===== config.mk =====
export PLATFORM = sky130hd
export DESIGN_NAME = controle_cedulas
export DESIGN_NICKNAME = d
export VERILOG_FILES = /design/src/rtl/controle_cedulas_pkg.sv /design/src/rtl/controle_cedulas_contador_tempo.sv /design/src/rtl/controle_cedulas.sv
export SDC_FILE = /design/constraint.sdc
export NUM_CORES = 1
export LEC_CHECK = 0
export ABC_AREA = 1
export CAP_MARGIN = 0
export CORE_MARGIN = 4
export CORE_UTILIZATION = 47
export CTS_CLUSTER_SIZE = 25
export DETAILED_ROUTE_END_ITERATION = 10
export PLACE_DENSITY = 0.76
export SKIP_LAST_GASP = 1
export SYNTH_ARGS = -nofsm -noshare
export SYNTH_HDL_FRONTEND = slang
export SYNTH_SLANG_ARGS = --single-unit

===== constraint.sdc =====
create_clock -name clk -period 1.8 [get_ports clk]
set_clock_uncertainty 0.05 [all_clocks]
set_input_delay 0.18 -clock clk [delete_from_list [all_inputs] [get_ports clk]]
set_output_delay 0.18 -clock clk [all_outputs]
set_load 0.01 [all_outputs]

===== src/rtl/controle_cedulas_pkg.sv =====
// Shared types for the bill-acceptor credit controller: FSM states, bill codes
// and the code-to-reais conversion.
package controle_cedulas_pkg;

  typedef enum logic [1:0] {
    OCIOSO,
    ACUMULANDO,
    VENDENDO,
    DEVOLVENDO
  } estado_t;

  localparam logic [1:0] CED_2  = 2'b00;
  localparam logic [1:0] CED_5  = 2'b01;
  localparam logic [1:0] CED_10 = 2'b10;
  localparam logic [1:0] CED_20 = 2'b11;

  function automatic logic [6:0] valor_reais(input logic [1:0] codigo);
    logic [6:0] v;
    case (codigo)
      CED_2:   v = 7'd2;
      CED_5:   v = 7'd5;
      CED_10:  v = 7'd10;
      CED_20:  v = 7'd20;
      default: v = 7'd0;
    endcase
    return v;
  endfunction

endpackage


===== src/rtl/controle_cedulas_contador_tempo.sv =====
// Loadable down-counter that stops at zero; zero flag is a decode of the count.
module contador_tempo #(
  parameter int LARGURA = 8
) (
  input  logic               clk,
  input  logic               rst_n,
  input  logic               carga,
  input  logic               habilita,
  input  logic [LARGURA-1:0] valor,
  output logic               zero
);

  logic [LARGURA-1:0] contagem;

  always_ff @(posedge clk) begin
    if (!rst_n) begin
      contagem <= '0;
    end else if (carga) begin
      contagem <= valor;
    end else if (habilita && contagem != '0) begin
      contagem <= contagem - LARGURA'(1);
    end
  end

  assign zero = (contagem == '0);

endmodule


===== src/rtl/controle_cedulas.sv =====
// Credit controller for a bill-accepting vending machine.
// Optional inactivity auto-return is enabled by defining TIMEOUT_EN.
module controle_cedulas
  import controle_cedulas_pkg::*;
#(
  parameter int CREDITO_MAX    = 99,
  parameter int DEVOLVE_CICLOS = 4,
  parameter int TIMEOUT_CICLOS = 1000
) (
  input  logic       clk,
  input  logic       rst_n,
  input  logic       cedula_valida,
  input  logic [1:0] valor_cedula,
  input  logic       produto_sel,
  input  logic [6:0] preco,
  input  logic       botao_cancelar,
  output logic [6:0] credito,
  output logic [6:0] troco,
  output logic       devolver_dinheiro,
  output logic       liberar_produto,
  output logic       cedula_rejeitada,
  output logic       falta_credito,
  output logic       ocupado
);

  localparam int DW = $clog2(DEVOLVE_CICLOS + 1);

  if (DEVOLVE_CICLOS < 1 || TIMEOUT_CICLOS < 1) begin : g_parametros_invalidos
    $error("controle_cedulas: DEVOLVE_CICLOS and TIMEOUT_CICLOS must be >= 1");
  end

  estado_t    estado;
  logic [6:0] valor;
  logic [7:0] soma;
  logic       cabe;
  logic       preco_ok;
  logic       livre;
  logic       cancela;
  logic       compra;
  logic       deposito;
  logic       carga_dev;
  logic       fim_dev;
  logic       expirou;

  always_comb begin
    valor    = valor_reais(valor_cedula);
    soma     = {1'b0, credito} + {1'b0, valor};
    cabe     = (soma <= 8'(CREDITO_MAX));
    preco_ok = (preco != '0) && (credito >= preco);
    livre    = (estado == OCIOSO) || (estado == ACUMULANDO);
    // Only the highest-priority live request is acted on; a bill that loses is refused.
    cancela  = (estado == ACUMULANDO) && (botao_cancelar || expirou);
    compra   = livre && produto_sel && !cancela;
    deposito = livre && cedula_valida && !cancela && !compra;
    carga_dev = cancela || ((estado == VENDENDO) && (troco != '0));
  end

  contador_tempo #(.LARGURA(DW)) u_devolucao (
    .clk      (clk),
    .rst_n    (rst_n),
    .carga    (carga_dev),
    .habilita (estado == DEVOLVENDO),
    .valor    (DW'(DEVOLVE_CICLOS - 1)),
    .zero     (fim_dev)
  );

`ifdef TIMEOUT_EN
  localparam int TW = $clog2(TIMEOUT_CICLOS + 1);
  logic atividade;
  logic zero_inat;

  assign atividade = cedula_valida || produto_sel || botao_cancelar;

  contador_tempo #(.LARGURA(TW)) u_inatividade (
    .clk      (clk),
    .rst_n    (rst_n),
    .carga    ((estado != ACUMULANDO) || atividade),
    .habilita (1'b1),
    .valor    (TW'(TIMEOUT_CICLOS - 1)),
    .zero     (zero_inat)
  );

  assign expirou = (estado == ACUMULANDO) && !atividade && zero_inat;
`else
  assign expirou = 1'b0;
`endif

  always_ff @(posedge clk) begin
    if (!rst_n) begin
      estado            <= OCIOSO;
      credito           <= '0;
      troco             <= '0;
      devolver_dinheiro <= 1'b0;
      liberar_produto   <= 1'b0;
      cedula_rejeitada  <= 1'b0;
      falta_credito     <= 1'b0;
      ocupado           <= 1'b0;
    end else begin
      liberar_produto  <= 1'b0;
      cedula_rejeitada <= cedula_valida && !(deposito && cabe);
      falta_credito    <= compra && !((estado == ACUMULANDO) && preco_ok);
      case (estado)
        OCIOSO, ACUMULANDO: begin
          if (cancela) begin
            troco             <= credito;
            credito           <= '0;
            devolver_dinheiro <= 1'b1;
            ocupado           <= 1'b1;
            estado            <= DEVOLVENDO;
          end else if (compra && (estado == ACUMULANDO) && preco_ok) begin
            troco           <= credito - preco;
            credito         <= '0;
            liberar_produto <= 1'b1;
            ocupado         <= 1'b1;
            estado          <= VENDENDO;
          end else if (deposito && cabe) begin
            credito <= soma[6:0];
            estado  <= ACUMULANDO;
          end
        end
        VENDENDO: begin
          if (troco != '0) begin
            devolver_dinheiro <= 1'b1;
            estado            <= DEVOLVENDO;
          end else begin
            ocupado <= 1'b0;
            estado  <= OCIOSO;
          end
        end
        DEVOLVENDO: begin
          if (fim_dev) begin
            devolver_dinheiro <= 1'b0;
            troco             <= '0;
            ocupado           <= 1'b0;
            estado            <= OCIOSO;
          end
        end
      endcase
    end
  end

endmodule


# Word level (Yosys, flattened, before mapping)
# Index checks and enable logic that the tools add are counted.
word_totals:
  reg_bits: 24
  output_inout_bits: 19
  elab_cells: 92
op_classes:
  addsub: 3
  magnitude_cmp: 2
  n_eq_ne: 12
  muxes: 25
  n_bitwise: 2
  reduce_logical: 38
ops:
  columns: ["op", "count"]
  rows:
  - ["7-bit two-way mux", 6]
  - ["7-bit case mux with 4 select lines", 1]
  - ["1-bit logical AND", 15]
  - ["2-bit two-way mux", 7]
  - ["7-bit case mux with 2 select lines", 1]
  - ["7-bit nonzero test", 2]
  - ["3-bit AND reduction", 3]
  - ["7-bit by 7-bit adder with 8-bit output", 1]
  - ["2-bit == test (second input constant)", 4]
  - ["8-bit by 7-bit <= comparator with 1-bit output (second input constant)", 1]
  - ["7-bit greater-or-equal comparator", 1]
  - ["1-bit two-way mux", 7]
  - ["7-bit subtractor", 1]
  - ["2-bit inequality test (second input constant)", 3]
  - ["1-bit case mux with 3 select lines", 2]
  - ["2-bit case mux with 3 select lines", 1]
  - ["3-bit nonzero test", 2]
  - ["2-bit by 1-bit == test with 1-bit output (second input constant)", 2]
  - ["1-bit logical NOT", 4]
  - ["2-bit logical NOT", 2]
  - ["4-bit inequality test (second input constant)", 1]
  - ["2-bit AND reduction", 2]
  - ["2-bit nonzero test", 2]
  - ["2-bit OR reduction", 2]
  - ["7 further kinds", 9]

# Depth between registers and ports, before layout
depth:
  ltp_word: 11
  mapped_depth: 16
  ltp_nobuf: 16

# By module
# A second synthesis with hierarchy kept.
unflattened:
  cells_unflattened: 297
  area_unflattened_um2: 1885.6
modules_own_cells:
  columns: ["mod", "n_inst", "cells_per_inst", "area_per_inst_um2", "seq_area_each_um2"]
  rows:
  - ["controle_cedulas", 1, 264, 1687.9, 420.4]
  - ["contador_tempo", 1, 33, 197.7, 60.1]

# Worst setup path before layout
# OpenSTA, ideal clock, no wires.
synth_path:
  path_type: "register to register"
  startpoint: "reg credito[0]"
  endpoint: "reg estado[0]"
  arrival_time_ns: 1.841
  required_ns: 1.641
  slack_ns: -0.200
  path_stages_with_launch: 14
  period_less_slack_ns: 2.000
  cell_sequence: "dfxtp_1 ha_1 inv_1 fa_1 inv_1 nand3_1 nand3b_1 nand2_1 nand3_1 nand3_2 nand2_2 nand3b_1 nand2_1 inv_1"
synth_between:
  elab_chain_len: 6
  elab_cells_between_ends: 11
synth_rtl:
  columns: ["item", "line", "rtl"]
  rows:
  - ["start: declaration", "controle_cedulas.sv:17", "output logic [6:0] credito,"]
  - ["start signal: assignment", "controle_cedulas.sv:117", "credito <= soma[6:0];"]
  - ["branches (longest 6 deep; another with 7-bit by 7-bit adder with 8-bit output)", null, null]
  - ["end signal: assignment", "controle_cedulas.sv:109", "estado <= DEVOLVENDO;"]
  - ["end signal: assignment", "controle_cedulas.sv:115", "estado <= VENDENDO;"]
  - ["end signal: assignment", "controle_cedulas.sv:118", "estado <= ACUMULANDO;"]
  - ["end: declaration", "controle_cedulas.sv:32", "estado_t estado;"]
# Parallel ways; which one is timed is not known.
# A chain may end at the register's enable or synchronous reset.

# Worst setup path after layout
layout_path:
  startpoint: "reg credito[4]"
  endpoint: "reg credito[1]"
layout_between:
  elab_chain_len: 5
  elab_cells_between_ends: 10
layout_rtl:
  columns: ["item", "line"]
  rows:
  - ["7-bit by 7-bit adder with 8-bit output / 7-bit greater-or-equal comparator (equally long branches)", "controle_cedulas.sv:47, controle_cedulas.sv:49"]
  - ["8-bit by 7-bit <= comparator with 1-bit output / 1-bit logical AND (equally long branches)", "controle_cedulas.sv:48, controle_cedulas.sv:49"]
  - ["1-bit logical AND, on equally long branches", "controle_cedulas.sv:116, controle_cedulas.sv:110"]
  - ["3-bit nonzero test (no line) / 7-bit two-way mux (equally long branches)", null]
  - ["2-bit AND reduction (no line) / 7-bit two-way mux (equally long branches)", null]
# Parallel ways exist; a longest one is shown, timed or not.

==> metrics.yaml <==
final_layout:
  mostFrequentLayoutCells: "nand2_1 (57), buf_4 (56), inv_1 (30)"
  final_common_cell: "nand2_1"
  layout-drive-gt1-share_pct: 39.5
  fill_cells: 217
  layout.nets: 406
  num_antenna_cells: 0
  fin_util_pct: 82.4
  area_delta_synth_final_pct: 67.4
critical_path:
  crit_type: "reg -> reg"
  crit_required_ns: 1.92
  startpoint_type: "flop"
  end_kind: "flop"
  path_max_fanout: 5
  cp.arrival_ns: 2.19
synth:
  synth_cell_type_count: 27
  ys_seq_elements: 24
  synth.avg_cell_area_um2: 6.47
  synth_fp_nets: 311
  ys.warnings.count: 0
  synth-seq-area-share_pct: 26.4
  syn_area_mm2: 0.00182
  syn_inst: 281
timing:
  rsz0062_at_grt: "yes"
  slew_violations: 0
  min_period_ns: 2.06
  fmax_ghz: 0.484
  relSlewSlack_pct: 65.4
  min_period_over_period_pct: 115
  finalSetupViolCount: 19
  worstMarginPinSlew_ns: 0.518
  setup_ws_ns: -0.265
  finalHoldViolCount: 0
power:
  total_power_mw: 2.28
  pwr_density_cell_mw_per_mm2: 750
  p_leak_nw: 1.42
  vdd.ir_drop.worst_mv: 0.717
cts:
  cts_buffers: 3
  cts_sinks: 24
  htreeDepth: 1
  cts_tree: "yes"
  clockRootBuffer: "clkbuf_8"
  insertion_delay_ns: 0.26
  cts_buffer_depth: 2
  cts.reportedPaths.clkPinSlew_ns: 0.08
detailed_routing:
  dr.pass1.iters: 4
  m1WireLength_um: 2600
  dr_wl_met2_um: 3520
  wl_per_cell_um: 16.5
  postRouteAntennaNets: 0
  first_iter_violations: 221
  top_layer_used: "met4"
  vias_per_cell: 5.61
  drc: 0
  drt-total-wl_um: 7000
  route.met3.wl_um: 503
  route.vias.total: 2374
die:
  core_mm2: 0.00369
  die_w_um: 70.2
  io_pins: 33
  dieArea_mm2: 0.00492
  start_util_pct: 49.3
  die_h_um: 70.2
  core.rowCount: 22
run_status:
  status: "finished with violations"
  violations: "setup timing"
place:
  dp_worst_setup_slack_ns: -0.641
  gp_congestion: 0.905
  portBuffers: 32
  dp_hpwl_um: 3740
global_routing:
  grt_overflow: 0
  grt_start_max_net_pins: 15
  grt_pass1_vias: 2220
  grt_usage_pct: 25.0
  grt_pass1_wl_um: 9980
  antenna_found_initial: 0
job:
  drv_cap: 0
min_path:
  hold_class: "reg -> reg"
==> cells in the mapped netlist <==
cell type	number	area share (%)
o21ai_0	10	2.8
nand2_4	1	0.62
clkbuf_1	2	0.41
buf_6	1	0.62
nand3_2	1	0.55
nand2_2	4	1.4
a31o_2	1	0.48
or2_2	1	0.34
xor2_1	3	1.4
nand4_1	2	0.69
nand3_1	27	7.4
nor2_1	34	7.0
fa_1	2	2.2
nand2_1	68	14
nor2_4	3	1.9
buf_2	1	0.28
dfxtp_1	24	26
nand3b_4	1	1.1
inv_1	42	8.7
ha_1	14	9.6
nand3b_1	7	2.9
a211oi_1	1	0.41
o22ai_1	1	0.34
a21oi_1	22	6.1
o211ai_1	2	0.83
nor3_1	3	0.83
inv_2	3	0.62
==> critical path: stages, from the launching register on <==
cell and delay [ns]:
dfxtp_4 0.38, buf_6 0.13, ha_4 0.28, nand2_2 0.07
nor2_2 0.13, nand2_1 0.10, nand3_1 0.09, nand2_1 0.07
nand2_2 0.14, nand3_4 0.14, nand2_4 0.15, nand3_2 0.08
a21oi_1 0.17
==> cells by family after synthesis <==
group	after synthesis	share of synthesized area, %
fa+ha+maj	16	11.8
simple gates	152	38.8
xor+xnor	3	1.45
compound gates	37	10.9
flops	24	26.4
buf+inv	49	10.6
==> power breakdown <==
part	switching [mW]	leakage, nW	internal (mW)
Sequential	0.0758	0.200	0.617
Clock	0.164	0.0288	0.195
Combinational	0.655	1.19	0.575
Total	0.895	1.42	1.39
==> area by class of cell <==
class / count / area, µm² / area share [%]
Timing Repair inverter: 2 / 15.0 / 0.494
Clock buffer: 4 / 55.1 / 1.81
Sequential cell: 24 / 498 / 16.4
Tap cell: 48 / 60.1 / 1.98
Inverter: 45 / 176 / 5.80
Multi-Input combinational cell: 211 / 1490 / 49.0
Timing Repair Buffer: 89 / 747 / 24.6
==> through the flow <==
step	setup TNS, ns	hold WS (ns)	cell area, µm²	std cells
2_1_floorplan	0	0.251	1850	281
3_3_place_gp	-9.40	0.404	2520	399
3_5_place_dp	-10.54	0.413	2520	399
4_1_cts	-1.18	0.424	2890	419
5_1_grt	-4.42	0.448	3040	423
6_report	-2.85	0.416	3040	423
==> path summary, 6_finish.rpt <==
kind / to / cells after the start / slack (ns) / start
max: credito[1] / 12 / -0.26 / credito[4]
min reg2reg: ocupado / 2 / 0.42 / ocupado
min: ocupado / 2 / 0.42 / ocupado
max reg2reg: credito[1] / 12 / -0.26 / credito[4]
==> flip-flops by register name, summed over array words and instances, names as in the netlist <==
signal,flops
u_devolucao.contagem,3
estado,2
ocupado,1
liberar_produto,1
falta_credito,1
cedula_rejeitada,1
credito,7
devolver_dinheiro,1
troco,7
==> timing repair <==
item,in CTS,in global routing
hold buffers,0,0
buffers inserted,13,2
pin swaps,21,16
gates cloned,3,2
resized for setup,52,32
endpoints found under the setup margin,19,19
==> layer usage <==
metal	up-vias	global-route usage (%)
met5	-	0
met4	0	13.8
met3	42	7.19
met2	129	41.1
met1	1097	28.8
li1	1106	-
Power figures use the tool's default switching activity.
